--- config.mk ---
export PLATFORM = sky130hd
export DESIGN_NAME = load_store_unit
export DESIGN_NICKNAME = d
export VERILOG_FILES = /design/src/rtl/load_store_unit.sv
export SDC_FILE = /design/constraint.sdc
export NUM_CORES = 1
export LEC_CHECK = 0
export ABC_AREA = 1
export CORE_MARGIN = 3
export CORE_UTILIZATION = 35
export CTS_CLUSTER_SIZE = 12
export DETAILED_ROUTE_END_ITERATION = 7
export GPL_ROUTABILITY_DRIVEN = 0
export GPL_TIMING_DRIVEN = 0
export PLACE_DENSITY = 0.73
export SYNTH_ARGS = -nofsm -noshare
export SYNTH_HDL_FRONTEND = slang
export SYNTH_SLANG_ARGS = --single-unit
--- constraint.sdc ---
create_clock -name clk -period 5.7 [get_ports clk]
set_input_delay 1.71 -clock clk [delete_from_list [all_inputs] [get_ports clk]]
set_output_delay 1.71 -clock clk [all_outputs]
set_load 0.1 [all_outputs]
--- src/rtl/load_store_unit.sv ---
// load_store_unit: single-transaction load/store stage with byte-lane steering, extension and bus timeout.
// Optional misaligned-access trap enabled by defining LSU_MISALIGN_TRAP_EN.
module load_store_unit #(
  parameter int WIDTH   = 32,
  parameter int TIMEOUT = 16
) (
  input  logic             clk,
  input  logic             rst,
  input  logic             start,
  input  logic [6:0]       opcode,
  input  logic [2:0]       Funct3,
  input  logic [WIDTH-1:0] Mem_addr,
  input  logic [WIDTH-1:0] RS2,
  output logic             busy,
  output logic             done,
  output logic             err,
  output logic [WIDTH-1:0] load_data,
  output logic             mem_req,
  output logic             mem_we,
  output logic [WIDTH-1:0] mem_addr,
  output logic [WIDTH-1:0] mem_wdata,
  output logic [3:0]       mem_wstrb,
  input  logic [WIDTH-1:0] mem_rdata,
  input  logic             mem_ready
);
  localparam int CW = $clog2(TIMEOUT + 1);
  typedef enum logic [1:0] {IDLE, REQ, DONE} state_t;
  state_t state_q, state_d;
  logic [WIDTH-1:0] addr_q, addr_d, wdata_q, wdata_d, load_data_q, load_data_d;
  logic [3:0] strb_q, strb_d;
  logic [1:0] size_q, size_d;
  logic uns_q, uns_d, we_q, we_d, err_q, err_d;
  logic [CW-1:0] cnt_q, cnt_d;
  logic is_ld, is_st, bad_f3, misalign;
  logic [1:0] eff_o;
  logic [7:0] byte_sel;
  logic [15:0] half_sel;
  logic [WIDTH-1:0] ext, wdata_in;
  logic [3:0] strb_in;
  assign is_ld  = opcode == 7'b0000011;
  assign is_st  = opcode == 7'b0100011;
  assign bad_f3 = is_ld ? (&Funct3[1:0] || Funct3 == 3'b110) : (Funct3[2] || &Funct3[1:0]);
`ifdef LSU_MISALIGN_TRAP_EN
  assign misalign = (Funct3[1:0] == 2'b01 && Mem_addr[0]) || (Funct3[1:0] == 2'b10 && Mem_addr[1:0] != 2'b00);
`else
  assign misalign = 1'b0;
`endif
  // Misaligned halfword/word offsets are forced aligned before capture.
  assign eff_o    = Funct3[1] ? 2'b00 : Funct3[0] ? {Mem_addr[1], 1'b0} : Mem_addr[1:0];
  assign strb_in  = !is_st ? 4'h0 : Funct3[1] ? 4'hf : (Funct3[0] ? 4'b0011 : 4'b0001) << eff_o;
  assign wdata_in = Funct3[1] ? RS2 : Funct3[0] ? {2{RS2[15:0]}} : {4{RS2[7:0]}};
  assign byte_sel = mem_rdata[{addr_q[1:0], 3'b000} +: 8];
  assign half_sel = addr_q[1] ? mem_rdata[31:16] : mem_rdata[15:0];
  assign ext = size_q == 2'b00 ? {{24{~uns_q & byte_sel[7]}}, byte_sel}
             : size_q == 2'b01 ? {{16{~uns_q & half_sel[15]}}, half_sel} : mem_rdata;
  always_comb begin
    state_d     = state_q;
    addr_d      = addr_q;
    wdata_d     = wdata_q;
    strb_d      = strb_q;
    size_d      = size_q;
    uns_d       = uns_q;
    we_d        = we_q;
    err_d       = err_q;
    cnt_d       = cnt_q;
    load_data_d = load_data_q;
    case (state_q)
      IDLE: if (start && (is_ld || is_st)) begin
        state_d = (bad_f3 || misalign) ? DONE : REQ;
        err_d   = bad_f3 || misalign;
        addr_d  = {Mem_addr[WIDTH-1:2], eff_o};
        wdata_d = wdata_in;
        strb_d  = strb_in;
        size_d  = Funct3[1:0];
        uns_d   = Funct3[2];
        we_d    = is_st;
        cnt_d   = '0;
      end
      REQ: if (mem_ready) begin
        state_d     = DONE;
        err_d       = 1'b0;
        load_data_d = we_q ? load_data_q : ext;
      end else if (cnt_q == CW'(TIMEOUT - 1)) begin
        state_d = DONE;
        err_d   = 1'b1;
      end else begin
        cnt_d = cnt_q + 1'b1;
      end
      default: state_d = IDLE;
    endcase
  end
  always_ff @(posedge clk or posedge rst) begin
    if (rst) begin
      state_q     <= IDLE;
      addr_q      <= '0;
      wdata_q     <= '0;
      strb_q      <= '0;
      size_q      <= '0;
      uns_q       <= 1'b0;
      we_q        <= 1'b0;
      err_q       <= 1'b0;
      cnt_q       <= '0;
      load_data_q <= '0;
    end else begin
      state_q     <= state_d;
      addr_q      <= addr_d;
      wdata_q     <= wdata_d;
      strb_q      <= strb_d;
      size_q      <= size_d;
      uns_q       <= uns_d;
      we_q        <= we_d;
      err_q       <= err_d;
      cnt_q       <= cnt_d;
      load_data_q <= load_data_d;
    end
  end
  assign busy      = state_q != IDLE;
  assign done      = state_q == DONE;
  assign err       = done & err_q;
  assign mem_req   = state_q == REQ;
  assign mem_we    = mem_req & we_q;
  assign mem_addr  = mem_req ? {addr_q[WIDTH-1:2], 2'b00} : '0;
  assign mem_wdata = mem_req ? wdata_q : '0;
  assign mem_wstrb = mem_req ? strb_q : 4'h0;
  assign load_data = load_data_q;
endmodule

### Word-level counts from Yosys, hierarchy flattened

Index checks and enable logic that the tools add are counted.

* output and inout port bits: 105
* logic and storage cells: 71
* bits in registers: 112
* input port bits: 110

* bitwise logic cells: 6
* shift operators: 2
* add/subtract/negate cells: 1
* reduce and logical (&&, ||, !) cells: 14
* equal/unequal tests: 11
* multiplexer cells: 27

Operator list (count)
* $mux W32: 6
* $shiftx A32 B6 Y8: 1
* $mux W16: 1
* $mux W5: 3
* $mux W2: 6
* $mux W4: 3
* $pmux W5 S2: 1
* $eq A7 B2 Y1 const B: 1
* $eq A7 B6 Y1 const B: 1
* $ne A2 B2 Y1 const B: 3
* $reduce_and A2 Y1: 3
* $reduce_and A3 Y1: 2
* $add A5 B1 Y5 const B: 1
* $eq A5 B4 Y1 const B: 1
* $mux W1: 5
* $and A1 B1 Y1: 4
* $eq A2 B1 Y1 const B: 2
* $logic_not A2 Y1: 2
* $pmux W2 S2: 1
* $reduce_and A4 Y1: 1
* $reduce_bool A2 Y1: 2
* $shl A2 B2 Y4: 1
* $eq A3 B3 Y1 const B: 1
* $logic_or A1 B1 Y1: 3
* other kinds (5): 6

### Longest topological paths before layout

Gate-level depths: netlist of the first run.

* word-level depth: 6
* mapped depth: 10
* gate-level depth less buffers: 10

### Worst setup path before layout of the first run

No wires, ideal clock.

* path kind: flip-flop to output port
* start: register state_q[1]
* end: output mem_wdata[23]
* setup slack: 1252 ps
* data arrival time: 2738 ps
* data required time: 3990 ps
* buffers on the path: 2
* cell stages (with the launch flop): 6
* cells stage by stage: dfrtp_1 -> nor2_4 -> inv_2 -> buf_2 -> buf_2 -> nor2_1

* cells in the longest elaborated chain, start to end: 2

RTL lines
* from (decl): line 28 `state_t state_q, state_d;`
* from (signal assigned): line 105 `state_q <= state_d;`
* $eq A2 B1 Y1: line 120 `assign mem_req = state_q == REQ;`
* net mem_req: line 18 `output logic mem_req,`
* $mux W32: line 123 `assign mem_wdata = mem_req ? wdata_q : '0;`
* to (decl): line 21 `output logic [WIDTH-1:0] mem_wdata,`

The timed path passes the listed nets, and every way through them passes these cells.

### Final worst setup path of the first run

* start: register state_q[1]
* end: output mem_wdata[24]

* cells in the longest elaborated chain, start to end: 2

RTL lines (line)
* $eq A2 B1 Y1: 120
* $mux W32: 123

Every way passes these cells.

==> impl_metrics.py, run 1 <==
metrics = {
    "layout": {
        "syn_to_final_growth_pct": 44.0,
        "drive_gt1_share_pct": 5.55,
        "final_cell_area_sq_um": 8840,
        "layoutNonFillerInstCount": 1338,
        "utilization_pct": 52.4,
        "nNetsFinal": 1225,
        "diodes": 0,
    },
    "setup_path": {
        "critical_path_class": "reg -> out",
        "cp_slowest_cell": "clkdlybuf4s50_1",
        "crit_required_ps": 3990,
        "cpPeakStageDelay_ps": 1170,
        "end_kind": "primary output",
        "cp-start-kind": "flip-flop",
        "arrival_ps": 2880,
        "critPathMaxFanout": 10,
        "path_cells": "nor2_4 -> inv_2 -> buf_2 -> buf_2 -> nor2_1 -> clkdlybuf4s50_1",
        "crit_top_cell": "buf_2",
    },
    "detailed_routing": {
        "via_count": 6288,
        "ant_nets": 0,
        "wl_per_cell_um": 15.0,
        "route.detailed.drc": 0,
        "viasPerCell": 4.70,
        "drt-pass1-iter-count": 4,
        "finalWirelength_mm": 20.0,
        "drtIter0Drc": 472,
    },
    "grt": {
        "gr-total-overflow": 0,
        "grt_antenna_before_repair": 0,
        "grt_max_degree": 68,
        "grt_pass1_vias": 6100,
        "grt_pass1_wl_mm": 31.7,
        "grtUsageTotal_pct": 20.4,
    },
    "synth": {
        "synth.avg_cell_area_sq_um": 6.90,
        "yosysSeqAreaShare_pct": 45.6,
        "synth_area_sq_um": 6140,
        "synth-seq-cells": 112,
        "ys_dominant_reg_cell": "dfrtp_1",
        "synth_cells": 890,
        "synth_cell_type_count": 27,
        "yosysWarnings": 0,
        "async_flop_share_pct": 100,
        "synth_edf_count": 0,
    },
    "floorplanning": {
        "initial_core_util_pct": 36.4,
        "ioPinCount": 215,
        "fp.dieW_um": 138,
        "rows": 47,
        "core_area_sq_um": 16900,
        "fp.dieH_um": 138,
        "die_area_sq_um": 19200,
    },
    "place": {
        "place_ws_ps": 1490,
        "portBuffers": 210,
        "place_inst": 1322,
        "hpwl_mm": 15.4,
        "dpl_cell_area_sq_um": 8550,
    },
    "power": {
        "vdd_drop_max_uv": 243,
        "internal_power_mw": 1.49,
        "power_density_nw_per_um2": 273,
        "swShare_pct": 38.3,
        "p_seq_share_pct": 40.7,
        "totalPowerFinal_mw": 2.42,
        "p_leak_nw": 4.32,
        "comb_power_share_pct": 33.2,
        "p_sw_uw": 926,
        "clockPowerShare_pct": 26.1,
    },
    "clock_tree": {
        "clockBufferDepth": 2,
        "htreeDepth": 3,
        "path_clk_slew_ps": 70,
        "clkSinkCount": 112,
        "post_cts_resized": 0,
        "hold_buffers": 0,
        "clock_latency_ps": 360,
        "cts_tree": "yes",
        "cts_inserted_buffers": 9,
        "postCtsSetupBuffers": 0,
        "cts-root-buf": "clkbuf_16",
    },
    "timing": {
        "worst_clock_skew_ps": 8.36,
        "fmax_mhz": 218,
        "max_slew_margin_pct": 30.5,
        "setup_slack_ps": 1110,
        "finalHoldViolCount": 0,
        "post-route-period-util_pct": 80.4,
        "slew_viol_final": 0,
        "post-route-min-period_ps": 4590,
        "rsz0062_at_grt": "false",
        "tns_ps": 0,
        "worstMarginPinSlew_ps": 1040,
        "setup_viol_count_final": 0,
        "hold_slack_ps": 481,
    },
    "worst_hold_path": {
        "hold_path_class": "reg -> reg",
    },
    "job": {
        "maxCapViolCount": 0,
    },
    "outcome": {
        "outcome": "finished clean",
    },
}
==> synth_stat cells (all sizes together) (2+ instances only) <==
cell / instances / area, sq um
o21ai: 102 / 510
ha: 2 / 25.0
a31oi: 2 / 12.5
nand2: 277 / 1040
inv: 141 / 529
nand3: 52 / 278
o211ai: 2 / 15.0
nor2: 118 / 480
a21oi: 27 / 135
dfrtp: 112 / 2800
buf: 29 / 179
clkbuf: 20 / 76.3
==> metal layers <==
| metal | global-route usage, % | up-vias | wire (um) |
|---|---|---|---|
| li1 | - | 3147 | - |
| met1 | 25.9 | 2855 | 8430 |
| met2 | 33.0 | 261 | 9130 |
| met3 | 7.25 | 25 | 2120 |
| met4 | 6.24 | 0 | 343 |
| met5 | 0 | - | 0 |
==> cell type report <==
cell class / count / area, sq um
buffer: 49 / 255
clock buffer: 13 / 260
clock inverter: 3 / 25.0
fill: 1668 / 8040
inverter: 141 / 534
multi-input combinational: 589 / 2560
sequential: 112 / 2800
tap: 220 / 275
timing repair buffer: 211 / 2130
==> registers in the layout, indices dropped and copies added (netlist names) <==
name and count:
addr_q 32, load_data 32, wdata_q 32, cnt_q 5
strb_q 4, size_q 2, state_q 2, err_q 1
uns_q 1, we_q 1
==> placed cells by master (no fill, tap or decap), types with 3 or more instances in the layout <==
cell type / n
nand2_1: 277
clkdlybuf4s50_1: 210
inv_1: 135
dfrtp_1: 112
nor2_1: 111
o21ai_0: 93
nand3_1: 50
a21oi_1: 27
clkbuf_1: 21
buf_2: 20
o21ai_1: 9
clkbuf_16: 9
buf_4: 6
inv_2: 5
nor2_4: 4
nor2_2: 3
buf_6: 3
==> power groups by stage <==
stage	clock (mW)	sequential [mW]	combinational, mW
after global placement	0	0.994	0.790
after floorplan	0	1.25	0.290
after global routing	0.669	0.997	0.863
after detailed placement	0	0.999	0.802
after CTS	0.637	0.984	0.805
final	0.629	0.984	0.802
==> logic make-up after synthesis <==
| logic type | count (synthesis) | share of synthesized area (%) |
|---|---|---|
| AND/OR/NAND/NOR | 452 | 30.1 |
| buffers and inverters | 190 | 12.8 |
| AO/OA/AOI/OAI | 133 | 11.0 |
| flip-flops | 112 | 45.6 |
| adder cells (fa/ha/maj) | 2 | 0.408 |
| other | 1 | 0.0611 |
==> path summary, 6_finish.rpt <==
kind / startpoint / endpoint / slack (ps) / depth (start not counted)
max: state_q[1]$_DFFE_PP0P_ / mem_wdata[24] / 1110 / 6
min: load_data[21]$_DFFE_PP0P_ / load_data[21]$_DFFE_PP0P_ / 480 / 2
max reg2reg: state_q[1]$_DFFE_PP0P_ / wdata_q[30]$_DFFE_PP0P_ / 4040 / 5
min reg2reg: load_data[21]$_DFFE_PP0P_ / load_data[21]$_DFFE_PP0P_ / 480 / 2
max in group asynchronous: rst / addr_q[4]$_DFFE_PP0P_ / 3270 / 3
min in group asynchronous: rst / load_data[24]$_DFFE_PP0P_ / 1740 / 2
==> critical path, delay by kind of cell, from the launching register on <==
family | cells | cell delay, ps
simple gates | 2 | 350
flops | 1 | 440
buf+inv | 4 | 1720
Power figures use the tool's default switching activity.
==> run 2: changes to the inputs <==
- clock period: 5.7 -> 4.4 ns (I/O delays scaled with it)
==> results of run 2 <==
Same layout as run 1 (identical final DEF). Status: finished clean.
Among the figures that moved: setup slack after placement 1490 ps -> 582 ps; setup slack after layout 1110 ps -> 205 ps; register-to-register setup slack 4040 ps -> 2740 ps; total power 2.42 mW -> 3.13 mW; worst IR drop on VDD 243 uV -> 314 uV
